==> src/rtl/draw_sequencer_if.sv <==
// Request/draw bus between the game-flow FSM, draw sequencer and VGA path.
// master = requester side, slave = draw_sequencer.
interface draw_sequencer_if;
  logic        start;
  logic        kind;
  logic        clear;
  logic [3:0]  pos_sel;
  logic [4:0]  mem_sel;
  logic        busy;
  logic        done;
  logic [3:0]  xInitSel;
  logic [1:0]  yInitSel;
  logic        xInitLoad;
  logic        yInitLoad;
  logic [4:0]  memorySel;
  logic        black;
  logic [14:0] rom_addr;
  logic [7:0]  x_off;
  logic [6:0]  y_off;
  logic        plot;

  modport master (
    output start, kind, clear, pos_sel, mem_sel,
    input  busy, done, xInitSel, yInitSel,
    input  xInitLoad, yInitLoad, memorySel, black,
    input  rom_addr, x_off, y_off, plot
  );

  modport slave (
    input  start, kind, clear, pos_sel, mem_sel,
    output busy, done, xInitSel, yInitSel,
    output xInitLoad, yInitLoad, memorySel, black,
    output rom_addr, x_off, y_off, plot
  );
endinterface

==> src/rtl/draw_sequencer.sv <==
// Sequences one sprite or full-screen draw: init-register load, raster
// sweep of ROM addresses, and a plot strobe one cycle behind each address.
module draw_sequencer #(
  parameter int SPRITE_W = 40,
  parameter int SPRITE_H = 40,
  parameter int SCREEN_W = 160,
  parameter int SCREEN_H = 120
) (
  input  logic             clk,
  input  logic             reset,
  draw_sequencer_if.slave  bus
);

  typedef enum logic [2:0] {
    S_IDLE,
    S_LOAD,
    S_DRAW,
    S_FLUSH,
    S_DONE
  } state_t;

  localparam logic [7:0]  SP_W_M1 = 8'(SPRITE_W - 1);
  localparam logic [6:0]  SP_H_M1 = 7'(SPRITE_H - 1);
  localparam logic [7:0]  SC_W_M1 = 8'(SCREEN_W - 1);
  localparam logic [6:0]  SC_H_M1 = 7'(SCREEN_H - 1);
  localparam logic [14:0] SP_W    = 15'(SPRITE_W);
  localparam logic [14:0] SC_W    = 15'(SCREEN_W);

  state_t      state_q, state_d;
  logic        kind_q, kind_d;
  logic        clear_q, clear_d;
  logic [3:0]  pos_q, pos_d;
  logic [4:0]  mem_q, mem_d;
  logic [7:0]  x_cnt_q, x_cnt_d;
  logic [6:0]  y_cnt_q, y_cnt_d;
  logic [14:0] row_base_q, row_base_d;
  logic [14:0] addr_q, addr_d;
  logic        plot_q, plot_d;
  logic [7:0]  x_off_q, x_off_d;
  logic [6:0]  y_off_q, y_off_d;

  logic [7:0]  w_m1;
  logic [6:0]  h_m1;
  logic [14:0] w_step;
  logic [14:0] addr_now;
  logic        drawing;

  assign w_m1     = kind_q ? SC_W_M1 : SP_W_M1;
  assign h_m1     = kind_q ? SC_H_M1 : SP_H_M1;
  assign w_step   = kind_q ? SC_W : SP_W;
  // row_base tracks y_cnt*W incrementally, so no multiplier is needed
  assign addr_now = row_base_q + 15'(x_cnt_q);
  assign drawing  = (state_q == S_DRAW);

  always_comb begin
    state_d    = state_q;
    kind_d     = kind_q;
    clear_d    = clear_q;
    pos_d      = pos_q;
    mem_d      = mem_q;
    x_cnt_d    = x_cnt_q;
    y_cnt_d    = y_cnt_q;
    row_base_d = row_base_q;
    addr_d     = addr_q;
    unique case (state_q)
      S_IDLE: begin
        if (bus.start) begin
          kind_d  = bus.kind;
          clear_d = bus.clear;
          pos_d   = bus.pos_sel;
          mem_d   = bus.mem_sel;
          state_d = S_LOAD;
        end
      end
      S_LOAD: begin
        x_cnt_d    = '0;
        y_cnt_d    = '0;
        row_base_d = '0;
        state_d    = S_DRAW;
      end
      S_DRAW: begin
        addr_d = addr_now;
        if (x_cnt_q == w_m1) begin
          x_cnt_d = '0;
          if (y_cnt_q == h_m1) begin
            y_cnt_d    = '0;
            row_base_d = '0;
            state_d    = S_FLUSH;
          end else begin
            y_cnt_d    = y_cnt_q + 7'd1;
            row_base_d = row_base_q + w_step;
          end
        end else begin
          x_cnt_d = x_cnt_q + 8'd1;
        end
      end
      S_FLUSH: state_d = S_DONE;
      S_DONE:  state_d = S_IDLE;
      default: state_d = S_IDLE;
    endcase
  end

  // ROM latency is one cycle: plot and offsets trail the address by one
  always_comb begin
    plot_d  = drawing;
    x_off_d = drawing ? x_cnt_q : x_off_q;
    y_off_d = drawing ? y_cnt_q : y_off_q;
  end

  always_ff @(posedge clk) begin
    if (reset) begin
      state_q    <= S_IDLE;
      kind_q     <= 1'b0;
      clear_q    <= 1'b0;
      pos_q      <= '0;
      mem_q      <= '0;
      x_cnt_q    <= '0;
      y_cnt_q    <= '0;
      row_base_q <= '0;
      addr_q     <= '0;
      plot_q     <= 1'b0;
      x_off_q    <= '0;
      y_off_q    <= '0;
    end else begin
      state_q    <= state_d;
      kind_q     <= kind_d;
      clear_q    <= clear_d;
      pos_q      <= pos_d;
      mem_q      <= mem_d;
      x_cnt_q    <= x_cnt_d;
      y_cnt_q    <= y_cnt_d;
      row_base_q <= row_base_d;
      addr_q     <= addr_d;
      plot_q     <= plot_d;
      x_off_q    <= x_off_d;
      y_off_q    <= y_off_d;
    end
  end

  always_comb begin
    bus.busy      = (state_q != S_IDLE);
    bus.done      = (state_q == S_DONE);
    bus.xInitLoad = (state_q == S_LOAD);
    bus.yInitLoad = (state_q == S_LOAD);
    bus.xInitSel  = '0;
    bus.yInitSel  = '0;
    if (state_q == S_LOAD) begin
      bus.xInitSel = kind_q ? 4'd0 : pos_q;
      bus.yInitSel = kind_q ? 2'b00 : 2'b01;
    end
    bus.memorySel = bus.busy ? mem_q : 5'd0;
    bus.black     = bus.busy & clear_q;
    bus.rom_addr  = drawing ? addr_now : addr_q;
    bus.x_off     = x_off_q;
    bus.y_off     = y_off_q;
    bus.plot      = plot_q;
  end

endmodule

==> src/flat_wrapper.sv <==
// flat-port wrapper written by rule: the top's interface ports become plain ports
module draw_sequencer_flat 
#(
  parameter int SPRITE_W = 40,
  parameter int SPRITE_H = 40,
  parameter int SCREEN_W = 160,
  parameter int SCREEN_H = 120
)
  (clk, reset, bus_start, bus_kind, bus_clear, bus_pos_sel, bus_mem_sel, bus_busy, bus_done, bus_xInitSel, bus_yInitSel, bus_xInitLoad, bus_yInitLoad, bus_memorySel, bus_black, bus_rom_addr, bus_x_off, bus_y_off, bus_plot);
  draw_sequencer_if bus_i ();
  input  logic clk;
  input  logic reset;
  input wire logic [$bits(bus_i.start)-1:0] bus_start;
  input wire logic [$bits(bus_i.kind)-1:0] bus_kind;
  input wire logic [$bits(bus_i.clear)-1:0] bus_clear;
  input wire logic [$bits(bus_i.pos_sel)-1:0] bus_pos_sel;
  input wire logic [$bits(bus_i.mem_sel)-1:0] bus_mem_sel;
  output wire logic [$bits(bus_i.busy)-1:0] bus_busy;
  output wire logic [$bits(bus_i.done)-1:0] bus_done;
  output wire logic [$bits(bus_i.xInitSel)-1:0] bus_xInitSel;
  output wire logic [$bits(bus_i.yInitSel)-1:0] bus_yInitSel;
  output wire logic [$bits(bus_i.xInitLoad)-1:0] bus_xInitLoad;
  output wire logic [$bits(bus_i.yInitLoad)-1:0] bus_yInitLoad;
  output wire logic [$bits(bus_i.memorySel)-1:0] bus_memorySel;
  output wire logic [$bits(bus_i.black)-1:0] bus_black;
  output wire logic [$bits(bus_i.rom_addr)-1:0] bus_rom_addr;
  output wire logic [$bits(bus_i.x_off)-1:0] bus_x_off;
  output wire logic [$bits(bus_i.y_off)-1:0] bus_y_off;
  output wire logic [$bits(bus_i.plot)-1:0] bus_plot;
  assign bus_i.start = bus_start;
  assign bus_i.kind = bus_kind;
  assign bus_i.clear = bus_clear;
  assign bus_i.pos_sel = bus_pos_sel;
  assign bus_i.mem_sel = bus_mem_sel;
  assign bus_busy = bus_i.busy;
  assign bus_done = bus_i.done;
  assign bus_xInitSel = bus_i.xInitSel;
  assign bus_yInitSel = bus_i.yInitSel;
  assign bus_xInitLoad = bus_i.xInitLoad;
  assign bus_yInitLoad = bus_i.yInitLoad;
  assign bus_memorySel = bus_i.memorySel;
  assign bus_black = bus_i.black;
  assign bus_rom_addr = bus_i.rom_addr;
  assign bus_x_off = bus_i.x_off;
  assign bus_y_off = bus_i.y_off;
  assign bus_plot = bus_i.plot;
  draw_sequencer #(.SPRITE_W(SPRITE_W), .SPRITE_H(SPRITE_H), .SCREEN_W(SCREEN_W), .SCREEN_H(SCREEN_H)) u_core (.clk(clk), .reset(reset), .bus(bus_i));
endmodule
==> config.mk <==
export PLATFORM = sky130hd
export DESIGN_NAME = draw_sequencer_flat
export DESIGN_NICKNAME = d
export VERILOG_FILES = /design/src/rtl/draw_sequencer_if.sv /design/src/rtl/draw_sequencer.sv /design/src/flat_wrapper.sv
export SDC_FILE = /design/constraint.sdc
export NUM_CORES = 1
export LEC_CHECK = 0
export CORE_UTILIZATION = 47
export DETAILED_ROUTE_END_ITERATION = 10
export GPL_TIMING_DRIVEN = 0
export PLACE_DENSITY_LB_ADDON = 0.1
export SYNTH_ARGS = -nofsm -noshare
export SYNTH_HDL_FRONTEND = slang
export SYNTH_SLANG_ARGS = --single-unit
export TNS_END_PERCENT = 5
==> constraint.sdc <==
create_clock -name clk -period 4.5 [get_ports clk]
set_clock_uncertainty 0.15 [all_clocks]
set_input_delay 0.675 -clock clk [delete_from_list [all_inputs] [get_ports clk]]
set_output_delay 0.675 -clock clk [all_outputs]
set_load 0.02 [all_outputs]
# --- After elaboration in Yosys (flattened, before gate mapping) ---
# Index checks and enable logic that the tools add are counted.
word_totals:
  wordCells: 53
  input_bits: 14
  reg_bits: 75
classes:
  addsub: 4
  n_reduce_logical: 6
  n_bitwise: 1
  muxes: 21
  eq_ne: 9
ops:
  columns: ["cell", "count"]
  rows:
  - ["$mux 15", 3]
  - ["$pmux 15 s2", 1]
  - ["$mux 8", 3]
  - ["$mux 7", 3]
  - ["$pmux 8 s2", 1]
  - ["$add 15x15->15", 1]
  - ["$add 15x8->15", 1]
  - ["$pmux 7 s2", 1]
  - ["$pmux 3 s4", 1]
  - ["$mux 3", 3]
  - ["$add 8x1->8 const B", 1]
  - ["$eq 8x8->1", 1]
  - ["$mux 4", 2]
  - ["$add 7x1->7 const B", 1]
  - ["$eq 7x7->1", 1]
  - ["$eq 3x2->1 const B", 2]
  - ["$ne 2x2->1 const B", 3]
  - ["$mux 5", 1]
  - ["$reduce_and 2->1", 2]
  - ["$eq 3x1->1 const B", 1]
  - ["$eq 3x3->1 const B", 1]
  - ["$logic_not 3->1", 1]
  - ["$reduce_and 3->1", 1]
  - ["$reduce_bool 3->1", 1]
  - ["other kinds (4)", 4]

# --- Depth between registers and ports, before layout ---
logic_depth:
  word_depth: 5
  depth_mapped: 8

# --- Worst setup path after synthesis ---
# No wires, ideal clock.
synth_timing:
  path_type: "register to output"
  from: "register u_core.x_cnt_q[7]"
  to: "output port bus_rom_addr[9]"
  stages_incl_launch_ff: 8
  setup_slack_ns: 1.744
  required_time_ns: 3.675
  t_arrival_ns: 1.931
  cell_sequence: "dfxtp_1 > ha_1 > and2_1 > clkbuf_1 > a311oi_1 > a21boi_0 > xnor2_1 > a21oi_1"
synth_between:
  elab_chain_len: 2
synth_lines:
  columns: ["element", "line", "text"]
  rows:
  - ["from (decl)", "draw_sequencer.sv:34", "logic [7:0] x_cnt_q, x_cnt_d;"]
  - ["from (signal assigned)", "draw_sequencer.sv:130", "x_cnt_q <= x_cnt_d;"]
  - ["$add 15x8->15", "draw_sequencer.sv:52", "assign addr_now = row_base_q + 15'(x_cnt_q);"]
  - ["$mux 15", "draw_sequencer.sv:153", "bus.rom_addr = drawing ? addr_now : addr_q;"]
  - ["to (decl)", "flat_wrapper.sv:26", "output wire logic [$bits(bus_i.rom_addr)-1:0] bus_rom_addr;"]
# No other way between the ends.

# --- Worst setup path in the final report ---
# Ends and elaborated chain as after synthesis.

==> metrics <==
Clock Pin Slew Worst Setup and Hold Paths=0.08 ns; Static Leak=1.657 nW; status=finished clean; multiplexer area fraction after synthesis=1.499%; R2R Setup Slk=2.10 ns; Residual DRC=0; routed len/inst=15.02 um; crit path launch type=register; Die Area=7991 um^2; fmax=261.8 MHz; Min-Delay Path Depth=2; CP Data Arrival Time=3.00 ns; Die X-Extent=89.40 um; vias after detailed routing=3437; Hold Buf Count CTS=0; Iteration-0 DRC Markers=196; Final Hold Viols=0; slowest stage delay, CP=0.61 ns; number of synthesized flops with an enable pin=0; max-cap viol count=0; fin crit share=84.90%; share of the synthesized area in the top cell type=40.15%; layout cells sized above 1=6.923%; R2R depth=8; peak supply drop=0.1531 mV; Nets=540; largest family of logic cells by synthesized area=simple AND/OR/NAND/NOR gates; # H-tree levels=3; Synth Instances=445; sequential fraction of the synthesis area=40.15%; pwr/cell area=314.2 nW/um^2; placed cells=603; nature of the critical path endpoint=primary output; Synth cell types=56; Main synth FF type=dfxtp_1; vias per inst=5.553; xor and xnor area share after synthesis=2.196%; max_slew headroom=27.38%; TritonRoute pass-1 iters=4; fin util=61.63%; DP HPWL=6750 um; adder-cell share of the synthesized area=3.834%; CTS tree=built; simple-gate share of the synthesized area=26.07%; Non-Filler Instances=619; clock sink total=72; DRT antenna net count=0; Root Buffer=clkbuf_8; Cell Rows=31; postcts setup bufs=0; number of synthesized register bits=72; Synth area leaders=dfxtp_1 (40%), nand2_1 (8.7%), a21oi_1 (6.7%); Max clock buf depth=2; worst skew pair latency=0.36 ns; num ports=61; final wirelength=9299 um; pin count of the biggest net entering global routing=13; first-pass GRT wire length=14930 um; All-Layer GR Usage=25.00%; fin crit period=3.820 ns; vias in the first global route=3032; hold endpoint=u_core.clear_q; post_cts resized=0; GPL Wtd Cong=0.8504; r2r startpoint=u_core.kind_q; CORE AREA=7331 um^2; Syn Area/Cell=8.067 um^2; Worst Hold Class=register to register; Yosys warnings=0; global route overflow=0; initial antenna violation count=0; post-synthesis compound-gate area fraction=21.16%; Reg area=1441 um^2; Slew @ Worst Pin=1.081 ns; Max FO, Critical Path=8; min-delay src=u_core.clear_q; Cell Chain, Critical Path=ha_1 > and2_1 > clkbuf_1 > a311oi_1 > a21boi_0 > xnor2_1 > a21oi_1 > clkdlybuf4s50_1; setup tns final=0 ns; Synth area leader=dfxtp_1; Data required, critical path=3.67 ns; multi-input logic area=1973 um^2; die height=89.40 um; RSZ-0062 raised after global routing=false; asr flop ratio synth=0%; area delta synth->final=25.86%; Setup CP Type=register to primary output; Filler Cells Inserted=666; antenna cells=0; initial core utilization=48.97%; endpoints failing setup=0; RR Endpoint=u_core.row_base_q[11]; mapped cell area=3590 um^2; Buffers on Ports=58; Slowest-stage cell, CP=clkdlybuf4s50_1; Inserted Clock Buffers=9; Max Transition Viols Final=0
worst max path at each step:
| stage | startpoint | endpoint | cells past startpoint |
|---|---|---|---|
| floorplan | u_core.x_cnt_q[7] | bus_rom_addr[9] | 7 |
| global placement | u_core.x_cnt_q[7] | bus_rom_addr[9] | 8 |
| detailed placement | u_core.x_cnt_q[7] | bus_rom_addr[9] | 8 |
| CTS | u_core.x_cnt_q[7] | bus_rom_addr[9] | 8 |
| global route | u_core.x_cnt_q[7] | bus_rom_addr[9] | 8 |
| finish | u_core.x_cnt_q[7] | bus_rom_addr[9] | 8 |
stage by stage:
stage | hold slack [ns] | instance area, um^2 | worst slack (ns) | power, mW
6_report | 0.3017 | 4518 | 0.6797 | 1.420
4_1_cts | 0.3035 | 4518 | 0.6912 | 1.426
5_1_grt | 0.3211 | 4518 | 0.4570 | 1.481
3_5_place_dp | 0.2924 | 4298 | 1.086 | 0.8550
2_1_floorplan | 0.2818 | 3593 | 1.744 | 0.7840
3_3_place_gp | 0.2870 | 4298 | 1.115 | 0.8524
state kept, by name, indices dropped and copies added, names as in the netlist, 3 cells and up:
register and cells:
u_core.addr_q 15, u_core.bus.x_off 8, u_core.bus.y_off 7, u_core.mem_q 5, u_core.pos_q 4, u_core.row_base_q 12
u_core.state_q 3, u_core.x_cnt_q 8, u_core.y_cnt_q 7
cell usage in the layout (no fill, tap or decap), types with 5 or more instances in the layout:
master,netlist,final
inv_1,11,11
nor2b_1,9,9
a31oi_1,9,9
a211oi_1,9,9
xnor2_1,7,7
or3_1,5,5
nand2b_1,6,6
clkbuf_1,17,18
nand3_1,15,15
a21o_1,5,5
nor3b_1,5,5
a21oi_1,48,48
dfxtp_1,72,72
clkbuf_8,0,10
nor3_1,8,8
nand2_1,83,83
clkdlybuf4s50_1,0,58
nor2_1,24,24
o21ai_0,26,26
and3_1,7,7
ha_1,11,11
kinds of logic (layout without fill, tap and decap cells):
kind of cell               count (synthesis)  in the layout
buffers and inverters                     37            111
and+or+nand+nor                          187            187
xor gates and xnor gates                   9              9
AOI/OAI and AO/OA                        124            124
DFF                                       72             72
muxes                                      4              4
adders and majority gates                 11             11
other                                      1              2
Yosys cell counts (all sizes together) (3+ instances only):
cell type  instances
a211oi             9
a21o               5
a21oi             49
a311oi             4
a31oi              9
and2               4
and3               8
buf                9
clkbuf            17
dfxtp             72
ha                11
inv               11
mux2i              3
nand2             84
nand2b             6
nand3             15
nand3b             3
nand4              4
nand4b             4
nor2              25
nor2b              9
nor3               8
nor3b              5
o211ai             3
o21ai             26
o31ai              4
or3                5
xnor2              7
final cells by class:
| cell class | instances | share of cell area, % |
|---|---|---|
| clock buffers | 11 | 3.129 |
| inverters | 11 | 0.9139 |
| plain buffers | 26 | 3.046 |
| multi-input cells | 337 | 43.67 |
| repair buffers | 58 | 12.85 |
| well taps | 99 | 2.742 |
| flip-flops and latches | 72 | 31.90 |
| clock inverters | 5 | 1.745 |
critical path: cells and delay by family (launching register included):
kind                     cells  cell delay (ns)
AO/OA/AOI/OAI                3             0.73
XOR/XNOR                     1             0.17
adder cells (fa/ha/maj)      1             0.35
buffers and inverters        2             0.77
flip-flops                   1             0.44
AND/OR/NAND/NOR              1             0.18
report_power, final:
group	switching (mW)	internal, mW
Sequential	0.0113	0.653
Clock	0.251	0.328
Combinational	0.105	0.0715
layer usage:
layer / share of wire, % / up-vias / GRT usage, % / wire length, um
li1: - / 1718 / - / -
met1: 46 / 1611 / 33.88 / 4277
met2: 48 / 96 / 40.25 / 4426
met3: 5.2 / 12 / 3.509 / 482
met4: 1.2 / 0 / 9.812 / 112
met5: 0 / - / 0 / 0
No activity file was read; power rests on OpenSTA's default activity.
